File: src/rtl/edge_event_arbiter.sv
// edge_event_arbiter
// Turns rising edges on N synchronous level inputs into pending events and
// offers them one at a time, in round-robin order, to a single consumer.
//
// Handshake: ev_valid/ev_id form the offer. Once ev_valid is high, it and
// ev_id stay unchanged until the consumer samples ev_valid & ev_ready high
// at a rising CLK edge, which is the acceptance. The next offer may follow
// on the very next cycle with no idle gap.
module edge_event_arbiter #(
  parameter int N = 4,
  localparam int IDW = $clog2(N)
) (
  input  logic           CLK,
  input  logic           reset,
  input  logic           en,
  input  logic [N-1:0]   level,
  output logic           ev_valid,
  output logic [IDW-1:0] ev_id,
  input  logic           ev_ready,
  output logic [N-1:0]   pending,
  output logic [N-1:0]   overflow,
  input  logic           clr_ovf
);

  typedef enum logic {IDLE, OFFER} state_t;

  state_t         state, state_nxt;
  logic [N-1:0]   prev_level;
  logic [N-1:0]   rise;
  logic [N-1:0]   acc_vec;
  logic [N-1:0]   pend_left;
  logic [N-1:0]   pend_nxt;
  logic [N-1:0]   ovf_set;
  logic [N-1:0]   ovf_nxt;
  logic [IDW-1:0] rr_ptr, rr_nxt;
  logic [IDW-1:0] id_nxt;
  logic [IDW-1:0] id_inc;
  logic           acc;

  // First set bit of vec at or above start, wrapping to 0. The vector is
  // rotated so the search runs from bit 0; indices >= N cannot appear.
  function automatic logic [IDW-1:0] rr_pick(input logic [N-1:0] vec,
                                             input logic [IDW-1:0] start);
    logic [2*N-1:0] dbl;
    logic [N-1:0]   rot;
    logic [IDW-1:0] res;
    logic           found;
    int             s;
    dbl   = {vec, vec} >> start;
    rot   = dbl[N-1:0];
    res   = '0;
    found = 1'b0;
    for (int k = 0; k < N; k++) begin
      if (!found && rot[k]) begin
        found = 1'b1;
        s     = int'(start) + k;
        if (s >= N) s = s - N;
        res   = IDW'(s);
      end
    end
    return res;
  endfunction

  assign ev_valid = (state == OFFER);
  assign id_inc   = (ev_id == IDW'(N - 1)) ? '0 : ev_id + IDW'(1);

  // Edge capture, acceptance decode and the pending/overflow next values.
  always_comb begin
    rise    = en ? (level & ~prev_level) : '0;
    acc     = ev_valid & ev_ready;
    acc_vec = '0;
    if (acc) acc_vec[ev_id] = 1'b1;
    // A rise on the channel being accepted re-arms it instead of being lost.
    pend_left = pending & ~acc_vec;
    pend_nxt  = pend_left | rise;
    ovf_set   = rise & pending & ~acc_vec;
    // A fresh loss in the same cycle as a clear must remain visible.
    ovf_nxt   = (clr_ovf ? '0 : overflow) | ovf_set;
  end

  // Arbiter next state: only registered pending bits are considered, so a
  // re-armed channel is queued behind every other waiting channel.
  always_comb begin
    state_nxt = state;
    id_nxt    = ev_id;
    rr_nxt    = rr_ptr;
    case (state)
      IDLE: begin
        if (|pending) begin
          id_nxt    = rr_pick(pending, rr_ptr);
          state_nxt = OFFER;
        end
      end
      OFFER: begin
        if (acc) begin
          rr_nxt = id_inc;
          if (|pend_left) begin
            id_nxt = rr_pick(pend_left, id_inc);
          end else begin
            state_nxt = IDLE;
          end
        end
      end
      default: state_nxt = IDLE;
    endcase
  end

  // State register; reset drops any offered or pending event silently.
  always_ff @(posedge CLK) begin
    if (reset) begin
      state      <= IDLE;
      ev_id      <= '0;
      rr_ptr     <= '0;
      prev_level <= '0;
      pending    <= '0;
      overflow   <= '0;
    end else begin
      state      <= state_nxt;
      ev_id      <= id_nxt;
      rr_ptr     <= rr_nxt;
      prev_level <= level;
      pending    <= pend_nxt;
      overflow   <= ovf_nxt;
    end
  end

endmodule

File: config.mk
export PLATFORM = sky130hd
export DESIGN_NAME = edge_event_arbiter
export DESIGN_NICKNAME = d
export VERILOG_FILES = /design/src/rtl/edge_event_arbiter.sv
export SDC_FILE = /design/constraint.sdc
export NUM_CORES = 1
export LEC_CHECK = 0
export CORE_MARGIN = 2
export CORE_UTILIZATION = 54
export DETAILED_ROUTE_END_ITERATION = 8
export HOLD_SLACK_MARGIN = 0.08
export MAX_ROUTING_LAYER = met4
export PLACE_DENSITY = 0.88
export SLEW_MARGIN = 20
export SYNTH_ARGS = -nofsm -noshare
export SYNTH_HDL_FRONTEND = slang
export SYNTH_SLANG_ARGS = --single-unit
File: constraint.sdc
create_clock -name CLK -period 3.63 [get_ports CLK]
set_clock_uncertainty 0.15 [all_clocks]
set_input_delay 0.5445 -clock CLK [delete_from_list [all_inputs] [get_ports CLK]]
set_output_delay 0.5445 -clock CLK [all_outputs]
set_load 0.02 [all_outputs]
* After elaboration in Yosys (flattened, before gate mapping)
Cells that the tools add are included.
** Word-level totals
- Output and inout port bits :: 11
- Input bits :: 9
- Word-level logic and storage cells :: 115
- Bits in registers :: 17
** Operators by class
- Order comparisons :: 10
- Equal/unequal tests :: 4
- $add $sub $neg :: 15
- Shift operators :: 2
- Reductions and logical operators :: 17
- Mux-type cells :: 51
- Bitwise gates (word level) :: 10
** Operators by type and width (number)
- 2-to-1 mux 2 bit :: 20
- 2-to-1 mux 1 bit :: 25
- greater-or-equal comparator 3 bit, second input constant :: 6
- AND 4 bit :: 4
- right shift 8 x 2 -> 4 bit :: 2
- subtractor 2 x 1 -> 2 bit, second input constant :: 8
- adder 2 x 2 -> 3 bit, second input constant :: 4
- 2-to-1 mux 4 bit :: 3
- inverter 4 bit :: 2
- OR 4 bit :: 2
- OR reduction 4 bit :: 2
- logical AND 1 bit :: 7
- adder 2 x 1 -> 3 bit, second input constant :: 2
- greater-or-equal comparator 2 x 3 -> 1 bit, second input constant :: 2
- zero test 1 bit :: 6
- inequality test 2 x 1 -> 1 bit, second input constant :: 2
- one-hot mux 2 bit (2 select lines) :: 1
- < comparator 2 x 3 -> 1 bit, second input constant :: 1
- AND reduction 3 bit :: 1
- adder 2 x 1 -> 2 bit, second input constant :: 1
- demux 1 bit (select 2 bit) :: 1
- equality test 2 bit, second input constant :: 1
- greater-or-equal comparator 2 x 1 -> 1 bit, second input constant :: 1
- inequality test 2 bit, second input constant :: 1
- other kinds (4) :: 4

* Longest topological paths before layout
Gate-level depths: netlist of run 1.
- Depth after elaboration :: 30
- Mapped depth :: 7
- Gate-level depth less buffers :: 7

* Worst setup path after synthesis of run 1
No wires, ideal clock.
- Kind :: register -> register
- Start :: register ev_id[0]
- End :: register ev_id[0]
- Path buffers :: 1
- Clock period less this slack :: 2.048 ns
- Stages on the path, launching flop included :: 8
- Arrival time :: 1.823 ns
- Slack :: 1.582 ns
- Setup time :: 0.074 ns
- Data required time :: 3.406 ns
- Cell sequence :: dfxtp_1 inv_1 ha_1 clkbuf_1 nand3_2 a21oi_1 or4_1 a31oi_1
** On the way
- Elaborated cells on any way between the ends :: 55
- Those cells by class :: add/sub (8); order compare (6); eq/ne (2); shift (1); mux (27); bitwise (2); reduce/logical (9)
** RTL lines
- start: declaration :: line 18 : output logic [IDW-1:0] ev_id,
- start signal: assignment :: line 119 : ev_id <= id_nxt;
- adder 2 x 1 -> 2 bit or equality test 2 bit (tied branches) :: line 65 : assign id_inc = (ev_id == IDW'(N - 1)) ? '0 : ev_id + IDW'(1);
- 2-to-1 mux 2 bit (*) :: line 65
- net id_inc[1] :: line 37 : logic [IDW-1:0] id_inc;
- right shift 8 x 2 -> 4 bit :: line 49 : dbl = {vec, vec} >> start;
- 2-to-1 mux 1 bit :: line 54 : if (!found && rot[k]) begin
- 2-to-1 mux 1 bit :: line 97 : if (|pend_left) begin
- 2-to-1 mux 1 bit :: line 95 : if (acc) begin
- 2-to-1 mux 1 bit :: line 87 : case (state)
- [... 10 more ...]
- 2-to-1 mux 1 bit :: line 95
- 2-to-1 mux 1 bit :: line 87
- zero test 1 bit :: line 54
- logical AND 1 bit :: line 54
- 2-to-1 mux 2 bit (*) :: line 54
- 2-to-1 mux 2 bit (*) :: line 97
- 2-to-1 mux 2 bit (*) :: line 95
- one-hot mux 2 bit (2 select lines) (*) :: line 87
Mark *: on every way through the listed nets, which the timed path passes. The rest lies on a longest branch. The select of a mux whose other input is x is not followed.
A chain may end at the register's enable or synchronous reset.

* Worst setup path in the final report of run 1
- Start :: register pending[2]
- End :: output pending[2]
** RTL lines
- start: declaration :: line 20 : output logic [N-1:0] pending,
- start signal: assignment :: line 122 : pending <= pend_nxt;
No word-level cell between the ends.

==> results.sh, run 1 <==
export IMPL_status="complete, no violations"
export IMPL_worstHoldEndpoint="overflow[1]"
export IMPL_netlist_area_sq_mm=0.00106
export IMPL_p_leak_nw=0.443
export IMPL_cts_buffers=3
export IMPL_core_sq_mm=0.00178
export IMPL_area_delta_synth_final_pct=18.8
export IMPL_powerDensity_mw_per_mm2=420
export IMPL_drcViolationCount=0
export IMPL_rr_endpoint="ev_id[0]"
export IMPL_holdPathStages=2
export IMPL_finalHoldViolCount=0
export IMPL_cts_tree="yes"
export IMPL_critPathBufInv=1
export IMPL_synth_edff_count=0
export IMPL_antenna_found_initial=0
export IMPL_insertedDiodeCount=0
export IMPL_gr_usage_all_layers_pct=26.9
export IMPL_clockBufferDepth=2
export IMPL_nNetsFinal=165
export IMPL_min_period_over_period_pct=65.3
export IMPL_setup_viol=0
export IMPL_syn_nets=150
export IMPL_die_h_um=48.2
export IMPL_gp_congestion=0.897
export IMPL_fin_cells=176
export IMPL_syn_inst=137
export IMPL_worstSetupPathType="reg -> out"
export IMPL_rsz0062_at_grt="no"
export IMPL_critPathMaxFanout=14
export IMPL_reg2regPathDepth=6
export IMPL_routed_wl_um=2580
export IMPL_yosysWarningCount=0
export IMPL_min_path_type="reg -> reg"
export IMPL_fillers=159
export IMPL_slowest_delay_ns=0.71
export IMPL_yosys_register_bits=17
export IMPL_crit_path_start="pending[2]"
export IMPL_finish_utilization_pct=70.4
export IMPL_crit_arrival_ns=1.68
export IMPL_irDropWorstVdd_mv=0.308
export IMPL_drt_pass1_iter_count=4
export IMPL_yosys_area_top_type="dfxtp_1"
export IMPL_avgSynthCellArea_sq_um=7.71
export IMPL_synth_seq_area_share_pct=32.2
export IMPL_reg2reg_slack_ns=1.57
export IMPL_drive_gt1_share_pct=7.95
export IMPL_vias=1059
export IMPL_slowest_stage="clkdlybuf4s50_1"
export IMPL_viasPerCell=6.02
export IMPL_die_width_um=48.2
export IMPL_synthTopCellsByArea="dfxtp_1, a21oi_1, ha_1, nand2_1, nor2_1"
export IMPL_cpLargestDelayFamily="buffers and inverters"
export IMPL_start_util_pct=59.2
export IMPL_clockRootBuffer="clkbuf_4"
export IMPL_grt_overflow=0
export IMPL_tns_ns=0
export IMPL_ys_async_sr_fraction_pct=0
export IMPL_cts_max_level=1
export IMPL_crit_chain="clkdlybuf4s50_1"
export IMPL_synthFlopType="dfxtp_1"
export IMPL_synth_top_area_share_pct=32.2
export IMPL_cts_sinks=17
export IMPL_tightest_slew_ns=0.565
export IMPL_dp_slack_ns=1.20
export IMPL_synth_cell_type_count=39
export IMPL_die_area_sq_mm=0.00233
export IMPL_fin_crit_ns=2.37
export IMPL_fin_ws_ns=1.26
export IMPL_io_buffers=19
export IMPL_hpwl_um=1940
export IMPL_hold_start="overflow[1]"
export IMPL_max_freq_mhz=422
export IMPL_hold_buffers=0
export IMPL_r2r_start="ev_id[0]"
export IMPL_most_common_layout_cells="a21oi_1, clkdlybuf4s50_1, dfxtp_1, nand2_1, nor2_1"
export IMPL_startpoint_type="register"
export IMPL_numPlacedInstances=172
export IMPL_hold_worst_slack_ns=0.329
export IMPL_cp_end_kind="output pin"
export IMPL_clk_pin_slew_ns=0.10
export IMPL_grt_pass1_wl_um=4050
export IMPL_fp_row_count=15
export IMPL_drt_wirelength_per_cell_um=14.7
export IMPL_cts_resized_gates=0
export IMPL_grt_max_degree=17
export IMPL_clock_latency_ns=0.30
export IMPL_drtIter0Drc=25
export IMPL_grt_pass1_vias=946
export IMPL_required_ns=2.94
export IMPL_final_antenna_net_count=0
export IMPL_post_cts_repair_setup_buffers=0
export IMPL_drv_cap=0
export IMPL_maxSlewHeadroom_pct=62.2
export IMPL_boundaryPins=20
export IMPL_finalMaxSlewViolations=0
-- synthesized netlist by cell type, types with 3 or more instances --
master	instances
a21oi_1	19
nand3_2	3
o221ai_1	3
inv_1	8
nand3_1	5
nor2b_1	5
ha_1	4
buf_2	4
nand3b_1	4
clkbuf_1	3
nand2_1	12
dfxtp_1	17
a31oi_1	4
o21ai_0	4
nor2_1	11
-- routing by layer --
| metal | vias to the layer above | global-route usage (%) | wire length, um |
|---|---|---|---|
| met4 | 0 | 14.1 | 61 |
| met2 | 48 | 42.9 | 1280 |
| li1 | 525 | - | - |
| met1 | 477 | 29.4 | 1060 |
| met5 | - | - | 0 |
| met3 | 9 | 8.89 | 181 |
-- area by class of cell --
cell class	count	area (sq um)	share of cell area (%)
Tap cell	25	31.3	2.49
Clock buffer	3	22.5	1.79
Timing Repair Buffer	19	190	15.2
Multi-Input combinational cell	103	636	50.6
Clock inverter	1	5.00	0.399
Sequential cell	17	340	27.1
Inverter	8	30.0	2.39
-- logic make-up (layout without fill, tap and decap cells) --
| family | Yosys count | in the layout | synth area share, % |
|---|---|---|---|
| AO/OA/AOI/OAI | 46 | 46 | 28.2 |
| buffers and inverters | 17 | 31 | 7.58 |
| adder cells (fa/ha/maj) | 4 | 4 | 4.74 |
| multiplexers | 1 | 1 | 0.948 |
| AND/OR/NAND/NOR | 52 | 52 | 26.3 |
| flip-flops | 17 | 17 | 32.2 |
-- metrics by stage --
step / area, sq um / power (mW)
finish: 1250 / 0.527
global route: 1250 / 0.560
floorplan: 1060 / 0.365
detailed placement: 1230 / 0.422
CTS: 1250 / 0.524
global placement: 1230 / 0.417
-- registers in the layout, summed over array words and instances (netlist names) --
name / count
ev_id: 2
ev_valid: 1
overflow: 4
pending: 4
prev_level: 4
rr_ptr: 2
-- how the worst max path moves through the flow --
| stage | end | cells past startpoint | slack, ns |
|---|---|---|---|
| global placement | ev_id[1] | 6 | 1.23 |
| detailed placement | ev_id[0] | 6 | 1.20 |
| global route | pending[3] | 1 | 1.20 |
| CTS | pending[2] | 1 | 1.30 |
| floorplan | ev_id[0] | 7 | 1.58 |
| finish | pending[2] | 1 | 1.26 |
-- power by group --
part           switching [mW]  internal (mW)  leakage [nW]
Clock                  0.0638         0.0411        0.0177
Combinational           0.107         0.0823         0.286
Sequential             0.0309          0.202         0.140
Note: power is estimated with default switching activity, not from simulation.
==> inputs of run 2 (changes only) <==
--- a/config.mk
+++ b/config.mk
@@ -6,11 +6,11 @@
 export NUM_CORES = 1
 export LEC_CHECK = 0
 export CORE_MARGIN = 2
-export CORE_UTILIZATION = 54
+export CORE_UTILIZATION = 46
 export DETAILED_ROUTE_END_ITERATION = 8
 export HOLD_SLACK_MARGIN = 0.08
 export MAX_ROUTING_LAYER = met4
-export PLACE_DENSITY = 0.88
+export PLACE_DENSITY = 0.81
 export SLEW_MARGIN = 20
 export SYNTH_ARGS = -nofsm -noshare
 export SYNTH_HDL_FRONTEND = slang
==> constraint.sdc (replaced) <==
create_clock -name CLK -period 1.93 [get_ports CLK]
set_clock_uncertainty 0.15 [all_clocks]
set_input_delay 0.2895 -clock CLK [delete_from_list [all_inputs] [get_ports CLK]]
set_output_delay 0.2895 -clock CLK [all_outputs]
set_load 0.02 [all_outputs]
==> run 2 against run 1 <==
  * Critical path depth up 5
  * Die area increased by 16%
  * Combinational power grew to 2.5 times the previous value
  * Flip-flop and latch count did not move
  * Sequential share of layout area down 2.8 points
  * Highest routed layer unchanged
==> results.sh, run 2 (same netlist as run 1, synthesis figures left out) <==
export IMPL_hpwl_um=2090
export IMPL_cts_buffers=3
export IMPL_viasPerCell=5.73
export IMPL_most_common_layout_cells="a21oi_1, clkdlybuf4s50_1, buf_4, nand2_1, dfxtp_1"
export IMPL_critPathMaxFanout=7
export IMPL_finalMaxSlewViolations=0
export IMPL_routed_wl_um=2770
export IMPL_die_width_um=51.9
export IMPL_crit_path_start="ev_id[0]"
export IMPL_gp_congestion=1.05
export IMPL_nNetsFinal=181
export IMPL_core_sq_mm=0.00219
export IMPL_finish_utilization_pct=67.0
export IMPL_status="complete, no violations"
export IMPL_fin_area_sq_mm=0.00147
export IMPL_grt_max_degree=16
export IMPL_maxSlewHeadroom_pct=75.7
export IMPL_numPlacedInstances=189
export IMPL_hold_start="overflow[1]"
export IMPL_clk_pin_slew_ns=0.10
export IMPL_drcViolationCount=0
export IMPL_cts_tree="yes"
export IMPL_worstSetupPathType="reg -> reg"
export IMPL_tightest_slew_ns=0.364
export IMPL_die_area_sq_mm=0.00270
export IMPL_dpl_instance_area_sq_mm=0.00134
export IMPL_r2r_start="ev_id[0]"
export IMPL_reg_top3="overflow x4, pending x4, prev_level x4"
export IMPL_clockBufferDepth=2
export IMPL_vias=1118
export IMPL_power_mw=1.11
export IMPL_min_path_type="reg -> reg"
export IMPL_clockRootBuffer="clkbuf_4"
export IMPL_crit_arrival_ns=1.86
export IMPL_p_leak_nw=0.537
export IMPL_grt_pass1_wl_um=4500
export IMPL_fin_cells=195
export IMPL_die_h_um=51.9
export IMPL_grt_pass1_vias=997
export IMPL_rsz0062_at_grt="yes"
export IMPL_start_util_pct=48.2
export IMPL_drv_cap=0
export IMPL_fp_row_count=17
export IMPL_area_delta_synth_final_pct=39.0
export IMPL_antenna_found_initial=0
export IMPL_irDropWorstVdd_mv=0.593
export IMPL_cp_end_kind="register"
export IMPL_max_freq_mhz=545
export IMPL_io_buffers=19
export IMPL_final_antenna_net_count=0
export IMPL_clock_latency_ns=0.29
export IMPL_fin_crit_ns=1.84
export IMPL_drive_gt1_share_pct=29.9
export IMPL_cts_max_level=1
export IMPL_startpoint_type="register"
export IMPL_cts_sinks=17
export IMPL_drtIter0Drc=22
export IMPL_gr_usage_all_layers_pct=22.7
export IMPL_insertedDiodeCount=0
export IMPL_min_period_over_period_pct=95.1
export IMPL_setup_viol=0
export IMPL_grt_overflow=0
export IMPL_boundaryPins=20
export IMPL_powerDensity_mw_per_mm2=756
export IMPL_required_ns=1.95
export IMPL_finalHoldViolCount=0
export IMPL_hold_buffers=0
export IMPL_drt_pass1_iter_count=4
export IMPL_drt_wirelength_per_cell_um=14.2
## run 2: cell count changes in the layout (fill, tap and decap cells not counted), moves of 3 or more
| cell | previous run | this run |
|---|---|---|
| dfxtp_4 | 0 | 3 |
| dfxtp_1 | 17 | 10 |
| buf_4 | 0 | 16 |
| dfxtp_2 | 0 | 4 |
| ha_1 | 4 | 1 |
## run 2: final cells by class
type / instances / area, sq um
clock buffers: 3 / 22.5
flip-flops and latches: 17 / 357
clock inverters: 1 / 5.00
fillers: 189 / 723
multi-input cells: 103 / 706
repair buffers: 35 / 313
well taps: 28 / 35.0
inverters: 8 / 30.0
## run 2: per-layer routing
| layer | wire length, um | global-route usage [%] |
|---|---|---|
| met5 | 0 | - |
| met1 | 1250 | 28.6 |
| met3 | 138 | 5.17 |
| met4 | 11 | 3.95 |
| met2 | 1370 | 37.6 |
## run 2: final timing paths
kind	end	slack, ns	depth (start not counted)
max	ev_id[1]	0.09	6
min	overflow[1]	0.33	2
max reg2reg	ev_id[1]	0.09	6
min reg2reg	overflow[1]	0.33	2
## run 2: timing repair
action                                  CTS  global route
pin swaps                                 0             2
gates resized for setup                   3            23
buffers inserted                          0             2
endpoints found under the setup margin    3             4
## run 2: where the power goes
part | switching (mW) | internal [mW] | total [mW]
clock | 0.110 | 0.0770 | 0.187
sequential | 0.0567 | 0.386 | 0.443
combinational | 0.242 | 0.237 | 0.479
## run 2: per-stage QoR
stage          hold WS (ns)  setup TNS (ns)  setup slack, ns
6_report              0.325               0           0.0938
5_1_grt               0.352         -0.0507          -0.0504
4_1_cts               0.329               0           0.0209
3_5_place_dp          0.311          -0.410           -0.177
3_3_place_gp          0.305          -0.359           -0.207
2_1_floorplan         0.209               0          0.00387
## run 2: critical path, stage by stage, from the launching register on
cell,delay [ns]
dfxtp_4,0.38
ha_1,0.25
or2_4,0.29
o21ai_1,0.16
o32ai_2,0.12
o32ai_2,0.27
a31oi_1,0.10
==> inputs of run 3 (changes only) <==
--- a/config.mk
+++ b/config.mk
@@ -5,8 +5,9 @@
 export SDC_FILE = /design/constraint.sdc
 export NUM_CORES = 1
 export LEC_CHECK = 0
+export ABC_AREA = 1
 export CORE_MARGIN = 2
-export CORE_UTILIZATION = 46
+export CORE_UTILIZATION = 47
 export DETAILED_ROUTE_END_ITERATION = 8
 export HOLD_SLACK_MARGIN = 0.08
 export MAX_ROUTING_LAYER = met4
==> run 3 against run 2 <==
  * Register-to-register slack gained 0.03 ns
  * Core utilization decreased by 4.6 points
  * Synthesized cell count grew 39%
  * Critical path depth down 5
  * Clock-buffer cell count is the same
  * Critical path type is now reg -> out
==> results.sh, run 3 <==
export IMPL_r2r_start="ev_id[0]"
export IMPL_drive_gt1_share_pct=20.7
export IMPL_ys_top_cells_by_count="nand2_1, inv_1, nor2_1"
export IMPL_crit_path_end="pending[0]"
export IMPL_synthFlopType="dfxtp_1"
export IMPL_synth_seq_area_share_pct=28.0
export IMPL_post_cts_repair_setup_buffers=0
export IMPL_fillers=222
export IMPL_die_width_um=54.9
export IMPL_clockRootBuffer="clkbuf_4"
export IMPL_yosysWarningCount=0
export IMPL_clk_pin_slew_ns=0.09
export IMPL_start_util_pct=49.5
export IMPL_yosys_area_top_type="dfxtp_1"
export IMPL_reg_top3="overflow x4, pending x4, prev_level x4"
export IMPL_drcViolationCount=0
export IMPL_gp_congestion=0.850
export IMPL_core_sq_mm=0.00245
export IMPL_yosys_register_bits=17
export IMPL_fp_row_count=18
export IMPL_clkPwrFrac_pct=16.6
export IMPL_slowest_delay_ns=0.66
export IMPL_rr_endpoint="ev_id[0]"
export IMPL_clock_latency_ns=0.29
export IMPL_fin_area_sq_mm=0.00153
export IMPL_ys_async_sr_fraction_pct=0
export IMPL_finish_utilization_pct=62.4
export IMPL_finalMaxSlewViolations=0
export IMPL_reg2reg_slack_ns=0.12
export IMPL_synth_cell_type_count=27
export IMPL_insertedDiodeCount=0
export IMPL_cts_buffers=3
export IMPL_irDropWorstVdd_mv=0.533
export IMPL_worstSetupPathType="reg -> out"
export IMPL_min_period_over_period_pct=97.1
export IMPL_routed_wl_um=2660
export IMPL_rsz0062_at_grt="yes"
export IMPL_synthTopCellsByArea="dfxtp_1, nand2_1, nand3_2, nand3_1, inv_1"
export IMPL_dpl_instance_area_sq_mm=0.00148
export IMPL_worstSetupPathDepth=1
export IMPL_grt_overflow=0
export IMPL_cp_end_kind="output pin"
export IMPL_crit_chain="clkdlybuf4s50_1"
export IMPL_cts_tree="yes"
export IMPL_nNetsFinal=231
export IMPL_io_buffers=19
export IMPL_most_common_layout_cells="nand2_1, inv_1, nor2_1, clkdlybuf4s50_1, nand3_1"
export IMPL_syn_inst=190
export IMPL_startpoint_type="register"
export IMPL_critPathBufInv=1
export IMPL_grt_max_degree=11
export IMPL_required_ns=1.49
export IMPL_vias=1251
export IMPL_grt_pass1_wl_um=4390
export IMPL_maxSlewHeadroom_pct=73.9
export IMPL_comb_power_share_pct=45.2
export IMPL_p_int_uw=671
export IMPL_min_path_type="reg -> reg"
export IMPL_netlist_area_sq_mm=0.00122
export IMPL_antenna_found_initial=0
export IMPL_reg2regPathDepth=13
export IMPL_switching_share_pct=39.6
export IMPL_cts_sinks=17
export IMPL_clockBufferDepth=2
export IMPL_p_seq_share_pct=38.2
export IMPL_synth_top_area_share_pct=28.0
export IMPL_drv_cap=0
export IMPL_hold_buffers=0
export IMPL_area_delta_synth_final_pct=26.0
export IMPL_slowest_stage="clkdlybuf4s50_1"
export IMPL_die_h_um=54.9
export IMPL_die_area_sq_mm=0.00301
export IMPL_tightest_slew_ns=0.391
export IMPL_critPathMaxFanout=6
export IMPL_gr_usage_all_layers_pct=20.7
export IMPL_final_antenna_net_count=0
export IMPL_synth_edff_count=0
export IMPL_power_mw=1.11
export IMPL_crit_path_start="pending[0]"
export IMPL_max_freq_mhz=533
export IMPL_p_leak_nw=0.716
export IMPL_cts_max_level=1
export IMPL_drt_wirelength_per_cell_um=10.7
export IMPL_yosysMostFrequentCell="nand2_1"
export IMPL_status="complete, no violations"
export IMPL_drt_pass1_iter_count=4
export IMPL_final_common_cell="nand2_1"
export IMPL_viasPerCell=5.06
export IMPL_avgSynthCellArea_sq_um=6.40
export IMPL_hpwl_um=2140
export IMPL_syn_nets=203
export IMPL_powerDensity_mw_per_mm2=725
export IMPL_fin_crit_ns=1.87
export IMPL_grt_pass1_vias=1008
export IMPL_setup_viol=0
export IMPL_drtIter0Drc=17
export IMPL_boundaryPins=20
export IMPL_finalHoldViolCount=0
export IMPL_p_switching_uw=440
export IMPL_cpLargestDelayFamily="buffers and inverters"
export IMPL_crit_arrival_ns=1.44
[run 3: cell count changes in the layout (fill, tap and decap cells not counted), sizes merged, moves of 3 or more]
| cell | delta |
|---|---|
| a21oi | -9 |
| nand4 | +3 |
| buf | -7 |
| nand3b | -3 |
| a31oi | -4 |
| inv | +19 |
| o221ai | -3 |
| nand2 | +46 |
| nand3 | +19 |
| nor2b | -5 |
| nor2 | +9 |
[run 3: power by group through the flow]
stage               clock network [mW]  registers (mW)  logic, mW
floorplan                            0           0.430      0.338
global placement                     0           0.430      0.476
detailed placement                   0           0.431      0.478
CTS                              0.191           0.423      0.479
global route                     0.207           0.429      0.561
finish                           0.184           0.424      0.502
[run 3: how the worst min path moves through the flow]
stage	startpoint	endpoint	slack [ns]	cells after the start
after floorplan	reset	ev_valid	0.21	1
after global placement	overflow[2]	overflow[2]	0.31	2
after detailed placement	overflow[2]	overflow[2]	0.31	2
after CTS	overflow[2]	overflow[2]	0.32	2
after global routing	overflow[2]	overflow[2]	0.34	2
final	overflow[2]	overflow[2]	0.32	2
[run 3: worst reg2reg max path: stages (launching register included)]
cell	delay, ns
dfxtp_4	0.39
inv_2	0.10
ha_2	0.19
nand3_2	0.10
nand3_1	0.11
nand2_1	0.09
nand2_1	0.07
nand2_1	0.07
nand2_1	0.08
nand2_1	0.05
o21ai_1	0.13
nor2_1	0.05
nor2_1	0.10
nor2_1	0.05
[run 3: kinds of logic (layout without fill, tap and decap cells)]
kind of cell | after synthesis | in the layout | synth area share [%]
flip-flops | 17 | 17 | 28.0
XOR/XNOR | 2 | 2 | 1.44
AND/OR/NAND/NOR | 117 | 117 | 46.8
adder cells (fa/ha/maj) | 4 | 4 | 4.12
buffers and inverters | 32 | 59 | 11.5
AO/OA/AOI/OAI | 18 | 18 | 8.13
[run 3: final cells by class]
cell class / instances / area (sq um) / area share [%]
multi-input cells: 141 / 753 / 49.1
well taps: 30 / 37.5 / 2.45
flip-flops and latches: 17 / 350 / 22.9
inverters: 27 / 104 / 6.78
repair buffers: 28 / 260 / 17.0
clock inverters: 1 / 5.00 / 0.327
clock buffers: 3 / 22.5 / 1.47
[run 3: repair_timing]
| action | CTS | global route |
|---|---|---|
| setup endpoints to repair | 1 | 4 |
| gates resized for setup | 1 | 9 |
| pin swaps | 0 | 0 |
[run 3: metal layers]
metal	track usage, %	vias to the layer above	wire length, um
li1	-	655	-
met2	31.3	23	1290
met1	28.1	567	1240
met5	-	-	0
met3	2.19	6	86
met4	7.50	0	37
[run 3: per-stage QoR]
stage	setup TNS (ns)	std cells	hold WS, ns	worst slack (ns)
finish	0	247	0.319	0.0550
global route	-0.00937	247	0.344	-0.00937
CTS	0	247	0.320	0.0214
detailed placement	-0.168	243	0.307	-0.117
global placement	-0.112	243	0.308	-0.0826
floorplan	0	190	0.209	0.0232
